<file path="src/rtl/rr_pkg.sv">
// Shared definitions for the round-robin schedulers: state encoding,
// default sizing and a helper for index widths that stays legal for tiny counts.
package rr_pkg;

    typedef enum logic {
        IDLE,
        GRANT
    } rr_state_t;

    localparam int RR_REQCNT   = 16;
    localparam int RR_WEIGHT_W = 4;

    // Never returns 0, so an index bus always has at least one bit.
    function automatic int idx_w(input int n);
        return (n <= 2) ? 1 : $clog2(n);
    endfunction

endpackage

</file>
<file path="src/rtl/rr_ptr_pick.sv">
// Combinational rotating priority picker: first set request at or after ptr,
// wrapping around. Shared with the plain round-robin arbiter.
module rr_ptr_pick
    import rr_pkg::*;
#(
    parameter int N  = RR_REQCNT,
    parameter int IW = idx_w(N)
) (
    input  logic [N-1:0]  req,
    input  logic [IW-1:0] ptr,
    output logic [IW-1:0] idx,
    output logic          found
);

    logic [2*N-1:0] doubled;
    logic [N-1:0]   rotated;
    logic [IW:0]    sum;

    // Rotate so ptr sits at bit 0, take the lowest set bit, then rotate the
    // offset back into an absolute index (ptr + offset, modulo N).
    always_comb begin
        doubled = {req, req} >> ptr;
        rotated = doubled[N-1:0];
        found   = 1'b0;
        sum     = '0;
        for (int k = N - 1; k >= 0; k--) begin
            if (rotated[k]) begin
                found = 1'b1;
                sum   = {1'b0, ptr} + (IW+1)'(k);
            end
        end
        if (sum >= (IW+1)'(N)) begin
            sum = sum - (IW+1)'(N);
        end
        idx = sum[IW-1:0];
    end

endmodule

</file>
<file path="src/rtl/rr_burst_sched.sv">
// Weighted round-robin burst scheduler: a grant is held for up to weight beats
// (or until the request drops), then priority rotates past the last winner.
module rr_burst_sched
    import rr_pkg::*;
#(
    parameter  int REQCNT   = RR_REQCNT,
    parameter  int WEIGHT_W = RR_WEIGHT_W,
    localparam int IW       = idx_w(REQCNT)
) (
    input  logic                         clk_i,
    input  logic                         rst_i,
    input  logic [REQCNT-1:0]            req_i,
    input  logic [REQCNT*WEIGHT_W-1:0]   weight_i,
    input  logic                         beat_i,
    output logic [REQCNT-1:0]            gnt_o,
    output logic [IW-1:0]                gnt_num_o,
    output logic                         gnt_val_o,
    output logic                         last_o
);

    rr_state_t           state;
    logic [IW-1:0]       ptr;
    logic [IW-1:0]       pick;
    logic [IW-1:0]       next_ptr;
    logic                found;
    logic [WEIGHT_W-1:0] credit;
    logic [WEIGHT_W-1:0] pick_weight;
    logic [WEIGHT_W-1:0] load_credit;
    logic                hold_req;
    logic                release_now;

    rr_ptr_pick #(
        .N  (REQCNT),
        .IW (IW)
    ) u_pick (
        .req   (req_i),
        .ptr   (ptr),
        .idx   (pick),
        .found (found)
    );

    // A zero weight would otherwise load a grant that can never finish.
    assign pick_weight = weight_i[pick*WEIGHT_W +: WEIGHT_W];
    assign load_credit = (pick_weight == '0) ? WEIGHT_W'(1) : pick_weight;
    assign next_ptr    = (pick == IW'(REQCNT - 1)) ? '0 : pick + 1'b1;

    assign hold_req    = req_i[gnt_num_o];
    assign last_o      = (state == GRANT) && beat_i && (credit == WEIGHT_W'(1));
    assign release_now = (state == GRANT) && (!hold_req || last_o);

    // Releasing and re-granting share one edge, so back-to-back bursts have
    // no idle bubble; the picker already sees the advanced pointer.
    always_ff @(posedge clk_i or negedge rst_i) begin
        if (!rst_i) begin
            state     <= IDLE;
            ptr       <= '0;
            credit    <= '0;
            gnt_o     <= '0;
            gnt_num_o <= '0;
            gnt_val_o <= 1'b0;
        end else begin
            if ((state == IDLE || release_now) && found) begin
                state     <= GRANT;
                ptr       <= next_ptr;
                credit    <= load_credit;
                gnt_num_o <= pick;
                gnt_val_o <= 1'b1;
                gnt_o     <= REQCNT'(1) << pick;
            end else if (release_now) begin
                state     <= IDLE;
                credit    <= '0;
                gnt_o     <= '0;
                gnt_val_o <= 1'b0;
            end else if (state == GRANT && beat_i) begin
                credit    <= credit - 1'b1;
            end
        end
    end

endmodule

</file>
<file path="config.mk">
export PLATFORM = sky130hd
export DESIGN_NAME = rr_burst_sched
export DESIGN_NICKNAME = d
export VERILOG_FILES = /design/src/rtl/rr_pkg.sv /design/src/rtl/rr_ptr_pick.sv /design/src/rtl/rr_burst_sched.sv
export SDC_FILE = /design/constraint.sdc
export NUM_CORES = 1
export LEC_CHECK = 0
export ABC_AREA = 0
export CAP_MARGIN = 25
export CORE_MARGIN = 1
export CORE_UTILIZATION = 45
export DETAILED_ROUTE_END_ITERATION = 12
export HOLD_SLACK_MARGIN = 0.02
export PLACE_DENSITY = 0.8
export SYNTH_ARGS = -nofsm -noshare
export SYNTH_HDL_FRONTEND = slang
export SYNTH_SLANG_ARGS = --single-unit
</file>
<file path="constraint.sdc">
create_clock -name clk_i -period 5.57 [get_ports clk_i]
set_clock_uncertainty 0.2 [all_clocks]
set_input_delay 1.114 -clock clk_i [delete_from_list [all_inputs] [get_ports clk_i]]
set_output_delay 1.114 -clock clk_i [all_outputs]
set_load 0.01 [all_outputs]
</file>
# Yosys cells after proc, flatten, opt, wreduce, memory -nomap -nowiden
# Cells that the tools add are included.
# Widths: inputs -> output; s select.
classes:
  add_sub_neg: 18
  magnitude_cmp: 2
  n_eq_ne: 2
  shifts: 3
  n_mux: 44
  bitwise_logic: 1
  reduce_logical: 10
ops:
  columns: ["op", "n"]
  rows:
  - ["$mux 5", 16]
  - ["$shiftx 64x7->4", 1]
  - ["$add 4x4->5 const B", 8]
  - ["$mux 16", 2]
  - ["$shr 32x4->16", 1]
  - ["$mux 4", 6]
  - ["$add 4x3->5 const B", 4]
  - ["$mux 1", 19]
  - ["$shl 1x4->16 const A", 1]
  - ["$add 4x2->5 const B", 2]
  - ["$sub 4x1->4 const B", 2]
  - ["$add 4x1->5 const B", 1]
  - ["$ge 5x5->1 const B", 1]
  - ["$lt 4x5->1 const B", 1]
  - ["$add 4x1->4 const B", 1]
  - ["$bmux 1 s4", 1]
  - ["$eq 4x1->1 const B", 1]
  - ["$eq 4x4->1 const B", 1]
  - ["$logic_and 1x1->1", 4]
  - ["$logic_not 4->1", 1]
  - ["$reduce_bool 3->1", 1]
  - ["$logic_or 1x1->1", 2]
  - ["$reduce_bool 2->1", 1]
  - ["$logic_not 1->1", 1]
  - ["$not 1->1", 1]
word_totals:
  regBits: 29
  in_bits: 83
  out_inout_bits: 22

# Longest topological paths before layout
logic_depth:
  ltp_word: 23
  depth_mapped: 21
  mapped_depth_nobuf: 14

# By module
# A second synthesis with hierarchy kept.
unflattened:
  hier_cells: 427
  area_unflattened_um2: 4082.7
modules_own_cells:
  columns: ["mod", "n_inst", "cells_each", "area_per_inst_um2", "seq_area_each_um2"]
  rows:
  - ["rr_ptr_pick", 1, 258, 2057.0, 0.0]
  - ["rr_burst_sched", 1, 169, 2025.7, 725.7]

# Worst setup path before layout
# OpenSTA, ideal clock, no wires.
synth_timing:
  kind: "in2reg"
  start: "in req_i[9]"
  end: "reg credit[1]"
  t_arrival_ps: 4183
  required_time_ps: 5235
  setup_slack_ps: 1052
  path_stages: 13
  path_cell_list: "mux4_2 -> mux2_4 -> or4_4 -> a211o_1 -> a32oi_1 -> a211oi_1 -> or2_4 -> inv_8 -> buf_12 -> a22oi_2 -> mux4_2 -> a22oi_1 -> a31oi_1"
synth_between:
  elab_chain_cells: 23
  word_cells_on_any_way: 49
  classes_between: "add/sub: 1; order compare: 1; shift: 2; mux: 38; reduce/logical: 7"
synth_lines:
  columns: ["item", "line", "text"]
  rows:
  - ["from (decl)", "rr_burst_sched.sv:12", "input logic [REQCNT-1:0] req_i,"]
  - ["$shr 32x4->16 (*)", "rr_ptr_pick.sv:22", "doubled = {req, req} >> ptr;"]
  - ["$mux 5 (15 in series)", "rr_ptr_pick.sv:27", "if (rotated[k]) begin"]
  - ["$mux 5 (*)", "rr_ptr_pick.sv:27", null]
  - ["$sub 4x1->4 or $ge 5x5->1 (tied branches)", "rr_ptr_pick.sv:33, rr_ptr_pick.sv:32", null]
  - ["$mux 4 (*)", "rr_ptr_pick.sv:32", "if (sum >= (IW+1)'(N)) begin"]
  - ["named net pick[0]", "rr_burst_sched.sv:23", "logic [IW-1:0] pick;"]
  - ["$shiftx 64x7->4 (*)", "rr_burst_sched.sv:43", "assign pick_weight = weight_i[pick*WEIGHT_W +: WEIGHT_W];"]
  - ["$logic_not 4->1", "rr_burst_sched.sv:44", "assign load_credit = (pick_weight == '0) ? WEIGHT_W'(1) : pick_weight;"]
  - ["$mux 4 (*)", "rr_burst_sched.sv:44", null]
  - ["$mux 4 (*)", "rr_burst_sched.sv:62", "if ((state == IDLE || release_now) && found) begin"]
  - ["to (signal assigned)", "rr_burst_sched.sv:65", "credit <= load_credit;"]
  - ["to (signal assigned)", "rr_burst_sched.sv:75", "credit <= credit - 1'b1;"]
  - ["to (decl)", "rr_burst_sched.sv:26", "logic [WEIGHT_W-1:0] credit;"]
# Mark *: on every way through the listed nets, which the timed path passes. The rest lies on a longest branch. The select of a mux whose other input is x is not followed.
# A chain may end at the register's enable or synchronous reset.

# Worst setup path after layout
layout_timing:
  start: "in req_i[11]"
  end: "reg credit[0]"
# Same word-level chain as after synthesis.

==> flow_summary.yaml <==
layout:
  final_common_cell: "clkdlybuf4s50_1"
  area_growth_pct: 28.3
  layout-drive-gt1-share_pct: 19.5
  fin_nets: 728
  multi_input_area_sq_mm: 0.00369
  seq_area_sq_um: 727
  antenna_cells: 0
  layout_common_cells: "clkdlybuf4s50_1 (104), nand2_1 (54), a21oi_1 (39)"
  nFillCells: 828
routing:
  route.detailed.wl_per_inst_um: 20.4
  via_per_inst: 6.63
  dr.pass1.iters: 5
  drtIter0Drc: 530
  num_vias: 5064
  ant_nets: 0
  drc: 0
  totalWireLength_um: 15600
cts:
  clock_sinks: 29
  postCtsSetupBuffers: 0
  ctsHoldBuffers: 0
  root_buffer: "clkbuf_8"
  cts_buffer_depth: 2
  cts.repair.resized: 0
  htreeDepth: 2
  numCtsBuffers: 5
  cts.reportedPaths.clkPinSlew_ns: 0.07
  clock_latency_ns: 0.29
  cts_tree: "built"
setup_path:
  reg2reg_depth: 14
  crit_required_ns: 5.54
  worstPathArrival_ns: 5.15
  rr_endpoint: "credit[0]"
  start_kind: "primary input"
  rrSetupSlack_ns: 1.11
  worstReg2RegStart: "ptr[1]"
  endpoint_kind: "flip-flop"
  cp_max_fo: 36
  path_class: "in2reg"
hold_path:
  min_to: "gnt_o[12]"
  hold_start: "gnt_o[12]"
  min_path_type: "reg2reg"
  min_path_cells: 1
yosys:
  synth_ff_type: "dfrtp_1"
  netlist_top_cells_area: "dfrtp_1 (15%), mux4_2 (14%), mux2i_1 (8.1%)"
  yosys_warnings: 0
  synth-simple-area-share_pct: 16.0
  synth.area.mux_share_pct: 30.0
  synth_edf_count: 0
  synth_fp_nets: 624
  synth.top_cell.area_share_pct: 15.4
  ys_seq_area_share_pct: 15.4
  syn_avg_cell_area_sq_um: 8.95
  synth-xor-area-share_pct: 1.12
  synth_area_sq_mm: 0.00471
  async_reset_ff_share_pct: 100
  synth_cells: 526
  synth_compound_area_share_pct: 27.3
  yosysTopAreaCell: "dfrtp_1"
  synth_top_family_by_area: "multiplexers"
  synthAdderAreaFrac_pct: 3.99
  synth_cell_types: 78
  ys_seq_elements: 29
grt:
  first_global_vias: 4777
  met1_usage_pct: 39.5
  grt_pass1_wl_um: 25200
  grt_use_met2_pct: 44.8
  grt_usage_pct: 28.5
  grtUsageMet3_pct: 4.89
  overflow: 0
  antenna_found_initial: 0
  grt-busiest-layer: "met2"
  grt_max_degree: 41
timing:
  report.final.slew_viol_count: 0
  grt_setup_unrepaired: "no"
  slew-limit-headroom_pct: 48.5
  period_needed_ns: 5.17
  setup_viol: 0
  hold_viol_final: 0
  fin_crit_sh_pct: 92.8
  fmaxAchievable_mhz: 193
  tightest_slew_ns: 0.772
  setup-tns-final_ns: 0
placement:
  hpwl_um: 12000
  place_congestion: 1.03
  io_buffer_count: 104
floorplanning:
  rows: 36
  core_area_sq_mm: 0.00995
  ios: 105
  die_h_um: 104
  die-area_sq_mm: 0.0109
  fp.dieW_um: 104
  floorplan.initialDensity_pct: 47.3
run:
  max-cap-violations: 0
run_status:
  outcome: "completed"
worst max-delay path by stage:
stage | start | end | slack [ns] | depth (start not counted)
floorplan | req_i[9] | credit[1] | 1.05 | 13
CTS | req_i[11] | credit[0] | 0.45 | 14
finish | req_i[11] | credit[0] | 0.40 | 14
global route | req_i[11] | credit[0] | 0.21 | 14
detailed placement | req_i[11] | credit[0] | 0.17 | 14
global placement | req_i[3] | credit[0] | 0.21 | 14
area by class of cell:
type	count	share of cell area, %
flip-flops and latches	29	12.0
multi-input cells	447	61.1
well taps	133	2.76
clock buffers	5	1.14
inverters	13	0.933
repair buffers	134	21.7
clock inverters	3	0.290
cell usage after synthesis, drive strengths merged (12+ instances only):
cell / number
nand2: 55
mux2i: 43
a21oi: 40
mux4: 30
dfrtp: 29
o21ai: 27
buf: 26
nor2: 26
mux2: 24
a22oi: 18
ha: 15
a22o: 14
inv: 13
a211oi: 12
nor3: 12
cells by family (layout without fill, tap and decap cells):
group | after synthesis | after routing
AND/OR/NAND/NOR | 152 | 152
AO/OA/AOI/OAI | 177 | 177
flip-flops | 29 | 29
buffers and inverters | 50 | 155
XOR/XNOR | 6 | 6
multiplexers | 97 | 97
adder cells (fa/ha/maj) | 15 | 15
per-layer routing:
| layer | up-vias | wire length (um) | share of wire [%] |
|---|---|---|---|
| met3 | 37 | 1440 | 9.2 |
| met5 | - | 0 | 0 |
| met1 | 2452 | 6570 | 42 |
| met4 | 0 | 401 | 2.6 |
| li1 | 2289 | - | - |
| met2 | 286 | 7210 | 46 |
sequential cells by signal (all words and copies together) (netlist names):
signal,count
gnt_o,16
credit,4
gnt_num_o,4
ptr,4
state,1
metrics by stage:
| step | instances | cell area [sq um] | utilization (%) | worst slack [ns] | hold WS (ns) |
|---|---|---|---|---|---|
| 5_1_grt | 764 | 6040 | 60.6 | 0.208 | 0.337 |
| 3_3_place_gp | 755 | 5920 | 59.5 | 0.211 | 0.296 |
| 3_5_place_dp | 755 | 5920 | 59.5 | 0.169 | 0.295 |
| 2_1_floorplan | 526 | 4710 | - | 1.05 | 0.316 |
| 6_report | 764 | 6040 | 60.6 | 0.398 | 0.309 |
| 4_1_cts | 763 | 6010 | 60.4 | 0.449 | 0.312 |
worst max-delay path, cell delays in order:
cell and delay (ns):
clkdlybuf4s50_1 0.54, mux4_2 0.66, mux2_2 0.36, or4_4 0.49, a211o_1 0.27, a32oi_1 0.19, a211oi_1 0.11, or2_4 0.28
inv_8 0.18, a21oi_1 0.06, a22oi_1 0.30, o32ai_1 0.15, a211oi_1 0.32, o21ai_2 0.09
Power is left out: the tool's default activity adds up to more than one toggle a clock period on the data nets, which glitch-free logic cannot reach.
